### src/rtl/frame_scheduler.sv
// Per-frame update sequencer: on the first blanking line it walks the game engines
// through PADDLE, BALL, COLLIDE and SCORE, then commits, or aborts if video restarts.
module frame_scheduler #(
   parameter int V_VISIBLE = 480,
   parameter int CNT_W     = 16
) (
   input  logic             clk,
   input  logic             reset,
   input  logic             p_tick,
   input  logic [9:0]       pixel_x,
   input  logic [9:0]       pixel_y,
   input  logic             pause,
   input  logic [3:0]       upd_done,
   output logic [3:0]       upd_req,
   output logic             commit,
   output logic             frame_abort,
   output logic             busy,
   output logic [CNT_W-1:0] frame_cnt,
   output logic [CNT_W-1:0] overrun_cnt
);

   typedef enum logic [2:0] {
      S_IDLE,
      S_PADDLE,
      S_BALL,
      S_COLLIDE,
      S_SCORE,
      S_COMMIT,
      S_ABORT
   } state_t;

   state_t           state_q, state_d;
   logic [3:0]       upd_req_q, upd_req_d;
   logic             commit_q, commit_d;
   logic             frame_abort_q, frame_abort_d;
   logic             busy_q, busy_d;
   logic [CNT_W-1:0] frame_cnt_q, frame_cnt_d;
   logic [CNT_W-1:0] overrun_cnt_q, overrun_cnt_d;

   logic             ftick;
   logic             vstart;
   logic [CNT_W-1:0] cnt_one;

   assign cnt_one = {{(CNT_W-1){1'b0}}, 1'b1};
   assign ftick   = p_tick && (pixel_y == 10'(V_VISIBLE)) && (pixel_x == 10'd0);
   assign vstart  = p_tick && (pixel_y == 10'd0) && (pixel_x == 10'd0);

   always_comb begin
      state_d       = state_q;
      frame_cnt_d   = frame_cnt_q;
      overrun_cnt_d = overrun_cnt_q;

      // A tick that lands while a frame is still in flight is counted, never restarted.
      if (ftick) begin
         frame_cnt_d = frame_cnt_q + cnt_one;
         if ((state_q != S_IDLE) && (overrun_cnt_q != {CNT_W{1'b1}})) begin
            overrun_cnt_d = overrun_cnt_q + cnt_one;
         end
      end

      case (state_q)
         S_IDLE:    if (ftick && !pause) state_d = S_PADDLE;
         S_PADDLE:  if (vstart) state_d = S_ABORT; else if (upd_done[0]) state_d = S_BALL;
         S_BALL:    if (vstart) state_d = S_ABORT; else if (upd_done[1]) state_d = S_COLLIDE;
         S_COLLIDE: if (vstart) state_d = S_ABORT; else if (upd_done[2]) state_d = S_SCORE;
         S_SCORE:   if (vstart) state_d = S_ABORT; else if (upd_done[3]) state_d = S_COMMIT;
         S_COMMIT:  state_d = S_IDLE;
         S_ABORT:   state_d = S_IDLE;
         default:   state_d = S_IDLE;
      endcase

      // Outputs decode the next state so they are registered yet valid in the state's first cycle.
      case (state_d)
         S_PADDLE:  upd_req_d = 4'b0001;
         S_BALL:    upd_req_d = 4'b0010;
         S_COLLIDE: upd_req_d = 4'b0100;
         S_SCORE:   upd_req_d = 4'b1000;
         default:   upd_req_d = 4'b0000;
      endcase
      commit_d      = (state_d == S_COMMIT);
      frame_abort_d = (state_d == S_ABORT);
      busy_d        = (state_d != S_IDLE);
   end

   always_ff @(posedge clk) begin
      if (reset) begin
         state_q       <= S_IDLE;
         upd_req_q     <= 4'b0000;
         commit_q      <= 1'b0;
         frame_abort_q <= 1'b0;
         busy_q        <= 1'b0;
         frame_cnt_q   <= '0;
         overrun_cnt_q <= '0;
      end else begin
         state_q       <= state_d;
         upd_req_q     <= upd_req_d;
         commit_q      <= commit_d;
         frame_abort_q <= frame_abort_d;
         busy_q        <= busy_d;
         frame_cnt_q   <= frame_cnt_d;
         overrun_cnt_q <= overrun_cnt_d;
      end
   end

   assign upd_req     = upd_req_q;
   assign commit      = commit_q;
   assign frame_abort = frame_abort_q;
   assign busy        = busy_q;
   assign frame_cnt   = frame_cnt_q;
   assign overrun_cnt = overrun_cnt_q;

endmodule
### config.mk
export PLATFORM = sky130hd
export DESIGN_NAME = frame_scheduler
export DESIGN_NICKNAME = d
export VERILOG_FILES = /design/src/rtl/frame_scheduler.sv
export SDC_FILE = /design/constraint.sdc
export NUM_CORES = 1
export LEC_CHECK = 0
export CAP_MARGIN = 10
export CORE_ASPECT_RATIO = 0.9
export CORE_MARGIN = 2
export CORE_UTILIZATION = 50
export CTS_BUF_LIST = sky130_fd_sc_hd__clkbuf_4 sky130_fd_sc_hd__clkbuf_8
export DETAILED_ROUTE_END_ITERATION = 8
export PLACE_DENSITY = 0.88
export REMOVE_ABC_BUFFERS = 1
export SYNTH_ARGS = -nofsm -noshare
export SYNTH_HDL_FRONTEND = slang
export SYNTH_SLANG_ARGS = --single-unit
### constraint.sdc
create_clock -name clk -period 4.4 [get_ports clk]
set_input_delay 0.88 -clock clk [delete_from_list [all_inputs] [get_ports clk]]
set_output_delay 0.88 -clock clk [all_outputs]
set_load 0.005 [all_outputs]
# Yosys cells after proc, flatten, opt, wreduce, memory -nomap -nowiden

Index checks and enable logic that the tools add are counted.

Add/sub/neg operators: 2
Equal/unequal tests: 12
Mux-type cells: 11
Reduce and logical (&&, ||, !) cells: 13

Operators with widths:

| kind                    | number |
|---|---|
| $add A16 B1 Y16 const B | 2 |
| $mux W3                 | 9 |
| $logic_not A10 Y1       | 2 |
| $ne A16 B16 Y1 const B  | 1 |
| $pmux W4 S4             | 1 |
| $pmux W3 S5             | 1 |
| $eq A3 B2 Y1 const B    | 4 |
| $eq A3 B3 Y1 const B    | 4 |
| $eq A10 B9 Y1 const B   | 1 |
| $eq A3 B1 Y1 const B    | 2 |
| $logic_and A1 B1 Y1     | 6 |
| $reduce_bool A3 Y1      | 2 |
| $logic_not A3 Y1        | 1 |
| $reduce_and A2 Y1       | 1 |
| $logic_not A1 Y1        | 1 |

Register bits after elaboration: 42
Input port bits: 28
Word-level logic and storage cells: 45

# Logic depth before layout (Yosys ltp)

Depth after elaboration: 8
Mapped depth: 7

# Least setup slack after synthesis

OpenSTA, ideal clock, no wires.

Path type: input to register
Start: input pixel_y[4]
End: register overrun_cnt_q[8] (netlist: overrun_cnt[8])
Setup time: 0.121 ns
Data arrival time: 2.320 ns
Data required time: 4.279 ns
Slack: 1.960 ns
Cell stages on the path: 6
Path buffers: 1
Cells stage by stage: or3b_4 -> nor2_8 -> nand3_4 -> buf_6 -> nor4_1 -> mux2_2

Longest elaborated chain between the ends: 4

RTL lines:

| item                             | RTL line | text |
|---|---|---|
| start: declaration               | 11       | `input logic [9:0] pixel_y,` |
| $eq A10 B9 Y1                    | 45       | `assign ftick = p_tick && (pixel_y == 10'(V_VISIBLE)) && (pixel_x == 10'd0);` |
| $logic_and A1 B1 Y1 (2 in a row) | 45       |  |
| $reduce_and A2 Y1 (no line)      | --       |  |
| end signal: assignment           | 101      | `overrun_cnt_q <= overrun_cnt_d;` |
| end: declaration                 | 38       | `logic [CNT_W-1:0] overrun_cnt_q, overrun_cnt_d;` |

Every way passes these cells.
A chain may end at the register's enable or synchronous reset.

# Worst setup path after layout

Start: input pixel_x[1]
End: register frame_cnt_q[15] (netlist: frame_cnt[15])

Longest elaborated chain between the ends: 2

RTL lines:

| item                   | RTL line | text |
|---|---|---|
| start: declaration     | 10       | `input logic [9:0] pixel_x,` |
| $logic_not A10 Y1      | 45       |  |
| $logic_and A1 B1 Y1    | 45       |  |
| end signal: assignment | 100      | `frame_cnt_q <= frame_cnt_d;` |
| end: declaration       | 37       | `logic [CNT_W-1:0] frame_cnt_q, frame_cnt_d;` |

Every way passes these cells.

==> qor.yml <==
global_route:
  grt_start_max_net_pins: 41
  gr-total-overflow: 0
  grt_use_total_pct: 22.14
  grt_pass1_wl_mm: 8.687
  antenna_found_initial: 0
  grt_pass1_vias: 1974
critical_path:
  slowest_stage: "or4_1"
  arrival_ns: 3.07
  crit_path_end_kind: "register"
  cp.required_ns: 4.63
  path_cells: "clkdlybuf4s50_1 > nor4_2 > and4_4 > nand4_1 > or4_1 > a21oi_1"
  worst-setup-path-type: "in2reg"
  cp_slowest_stage_delay_ns: 0.58
  crit_buf_inv: 1
  critPathMaxFanout: 11
  path_delay_family: "simple AND/OR/NAND/NOR gates"
  startpoint_type: "input pin"
timing:
  fmax_mhz: 352.2
  setup_ws_ns: 1.561
  final_hold_viol_count: 0
  finalSetupTns_ns: 0
  setup_viol: 0
  slew_headroom_pct: 43.88
  fin_skew_ns: 0.005380
  period_share_pct: 64.52
  slew_viol_final: 0
  fin_crit_ns: 2.839
  grt_setup_unrepaired: "false"
  worst_pin_slew_ns: 0.8354
synth:
  synth_top_family_by_area: "simple AND/OR/NAND/NOR gates"
  synth_seq_area_share_pct: 37.77
  yosysTopAreaCellShare_pct: 37.77
  synthMuxAreaShare_pct: 2.867
  synth-edff-count: 0
  synth-main-ff-cell: "dfxtp_1"
  synth.distinct_cells: 42
  synth-seq-cells: 42
  synth-adder-area-share_pct: 1.124
  synth.avg_cell_area_um2: 8.368
  synth.most_common_cell: "dfxtp_1"
  yosysWarnings: 0
  yosys.area_share.simple_pct: 35.75
  syn_inst: 266
  ys_async_sr_fraction_pct: 0
  yosys.area.top_type: "dfxtp_1"
  syn_area_um2: 2226
  yosys.area_share.xor_xnor_pct: 1.574
  synth_compound_area_share_pct: 16.30
  yosys-top-cells-count: "dfxtp_1 (42), a21oi_1 (26), nor2_1 (18), nand4_1 (17), o21ai_0 (17)"
  synthTopCellsByArea: "dfxtp_1 (38%), a21oi_1 (5.8%), nand4_1 (4.8%), or3_1 (3.9%), o21ai_0 (3.8%)"
detailed_routing:
  drc_errors: 0
  vias: 2241
  drt-pass1-iter-count: 5
  drtAntennaViolNets: 0
  routed_wl_mm: 5.300
  viasPerCell: 5.746
  drt_iter0_drc: 105
  routedWlPerCell_um: 13.59
place:
  placedCellCount: 382
  hpwlAfterDp_mm: 3.955
  place_ws_ns: 1.265
  dpl_cell_area_um2: 2907
  io_buffers: 66
  routabilityCongestion: 0.9607
floorplanning:
  chipHeight_um: 67.30
  start_util_pct: 50.89
  ios: 67
  rows: 23
  core_area_um2: 4374
  die_width_um: 74.33
  dieArea_um2: 5002
pwr:
  p_sw_w: 0.0001513
  vdd_drop_max_mv: 0.1852
  p_per_area_nw_per_um2: 242.3
  power.total_w: 0.0007320
  internal-power_w: 0.0005807
  leakage_nw: 0.9394
  switching_share_pct: 20.67
  p_clk_share_pct: 42.2
  combPwrFrac_pct: 5.9
  p_seq_share_pct: 51.9
cts:
  cts_resized: 0
  cts_buffers: 5
  cts_tree: "yes"
  cts-hold-fix-buffers: 0
  cts-root-buf: "clkbuf_8"
  cts_setup_buffers: 0
  clock_path_buffers: 2
  numClockSinks: 42
  htree_levels: 2
  clk_pin_slew_ns: 0.08
  clock_latency_ns: 0.29
cells_and_area:
  multi_input_area_um2: 1282
  stdcell_count: 390
  area_delta_synth_final_pct: 35.69
  n_antenna_cell: 0
  seq_area_um2: 840.8
  drive_above_1_share_pct: 7.317
  final_area_um2: 3020
  n_fill_cell: 367
  final_nets: 357
job:
  drv_cap: 0
run_status:
  run_status: "complete, no violations"
min_path:
  hold_class: "reg2reg"
worst paths after layout:
| check | start | end | slack [ns] | cells past startpoint |
|---|---|---|---|---|
| worst max register to register | overrun_cnt[6] | overrun_cnt[9] | 1.91 | 6 |
| worst min-delay path | frame_cnt[15] | frame_cnt[15] | 0.49 | 2 |
| worst max-delay path | pixel_x[1] | frame_cnt[15] | 1.56 | 6 |
| worst min register to register | frame_cnt[15] | frame_cnt[15] | 0.49 | 2 |
power groups by stage:
| stage | combinational (W) | clock (W) | sequential, W |
|---|---|---|---|
| 2_1_floorplan | 0.00000741 | 0 | 0.000389 |
| 4_1_cts | 0.0000435 | 0.000317 | 0.000380 |
| 3_5_place_dp | 0.0000434 | 0 | 0.000389 |
| 3_3_place_gp | 0.0000424 | 0 | 0.000389 |
| 5_1_grt | 0.0000461 | 0.000333 | 0.000380 |
| 6_report | 0.0000435 | 0.000309 | 0.000380 |
registers in the layout (all words and copies together), names as in the netlist:
| register | cells |
|---|---|
| state_q | 3 |
| frame_cnt | 16 |
| busy | 1 |
| upd_req | 4 |
| overrun_cnt | 16 |
| frame_abort | 1 |
| commit | 1 |
cells by family after synthesis:
group	after synthesis
DFF	42
muxes	6
xor gates and xnor gates	4
AOI/OAI and AO/OA	62
and+or+nand+nor	128
buffers and inverters	22
adders and majority gates	2
cell type report:
class	instances	share of cell area, %
Timing Repair Buffer	68	22.37
Clock inverter	2	1.243
Tap cell	62	2.568
Clock buffer	6	2.527
Multi-Input combinational cell	202	42.46
Inverter	8	0.9942
Sequential cell	42	27.84
cell usage in the layout (no fill, tap or decap), drive strengths merged, types with 6 or more instances in the layout:
master / synthesis / layout
or3: 14 / 14
clkbuf: 8 / 6
nor2: 19 / 19
o21ai: 17 / 17
o31ai: 10 / 10
dfxtp: 42 / 42
a21oi: 26 / 26
nand2: 14 / 14
nand3: 14 / 14
or4: 10 / 10
nand4: 18 / 18
inv: 8 / 8
nor4: 11 / 11
clkdlybuf4s50: 0 / 66
per-layer routing:
metal | global-route usage [%] | part of all wire [%]
met1 | 28.47 | 46
met2 | 36.83 | 48
met3 | 5.821 | 6.2
met4 | 6.250 | 0.70
met5 | 0 | 0
worst reg2reg max path, stage by stage, from the launching register on:
cell and delay [ns]:
dfxtp_1 0.46, nand4_1 0.22, or2_2 0.37, nor3_1 0.70, buf_4 0.30, nor4_1 0.07, mux2_2 0.27
stage by stage:
step / hold slack [ns] / utilization [%]
finish: 0.4940 / 69.05
global route: 0.5511 / 69.05
CTS: 0.4880 / 69.05
detailed placement: 0.4758 / 66.45
global placement: 0.4722 / 66.45
floorplan: 0.4637 / -
(Power assumes the default switching activity.)
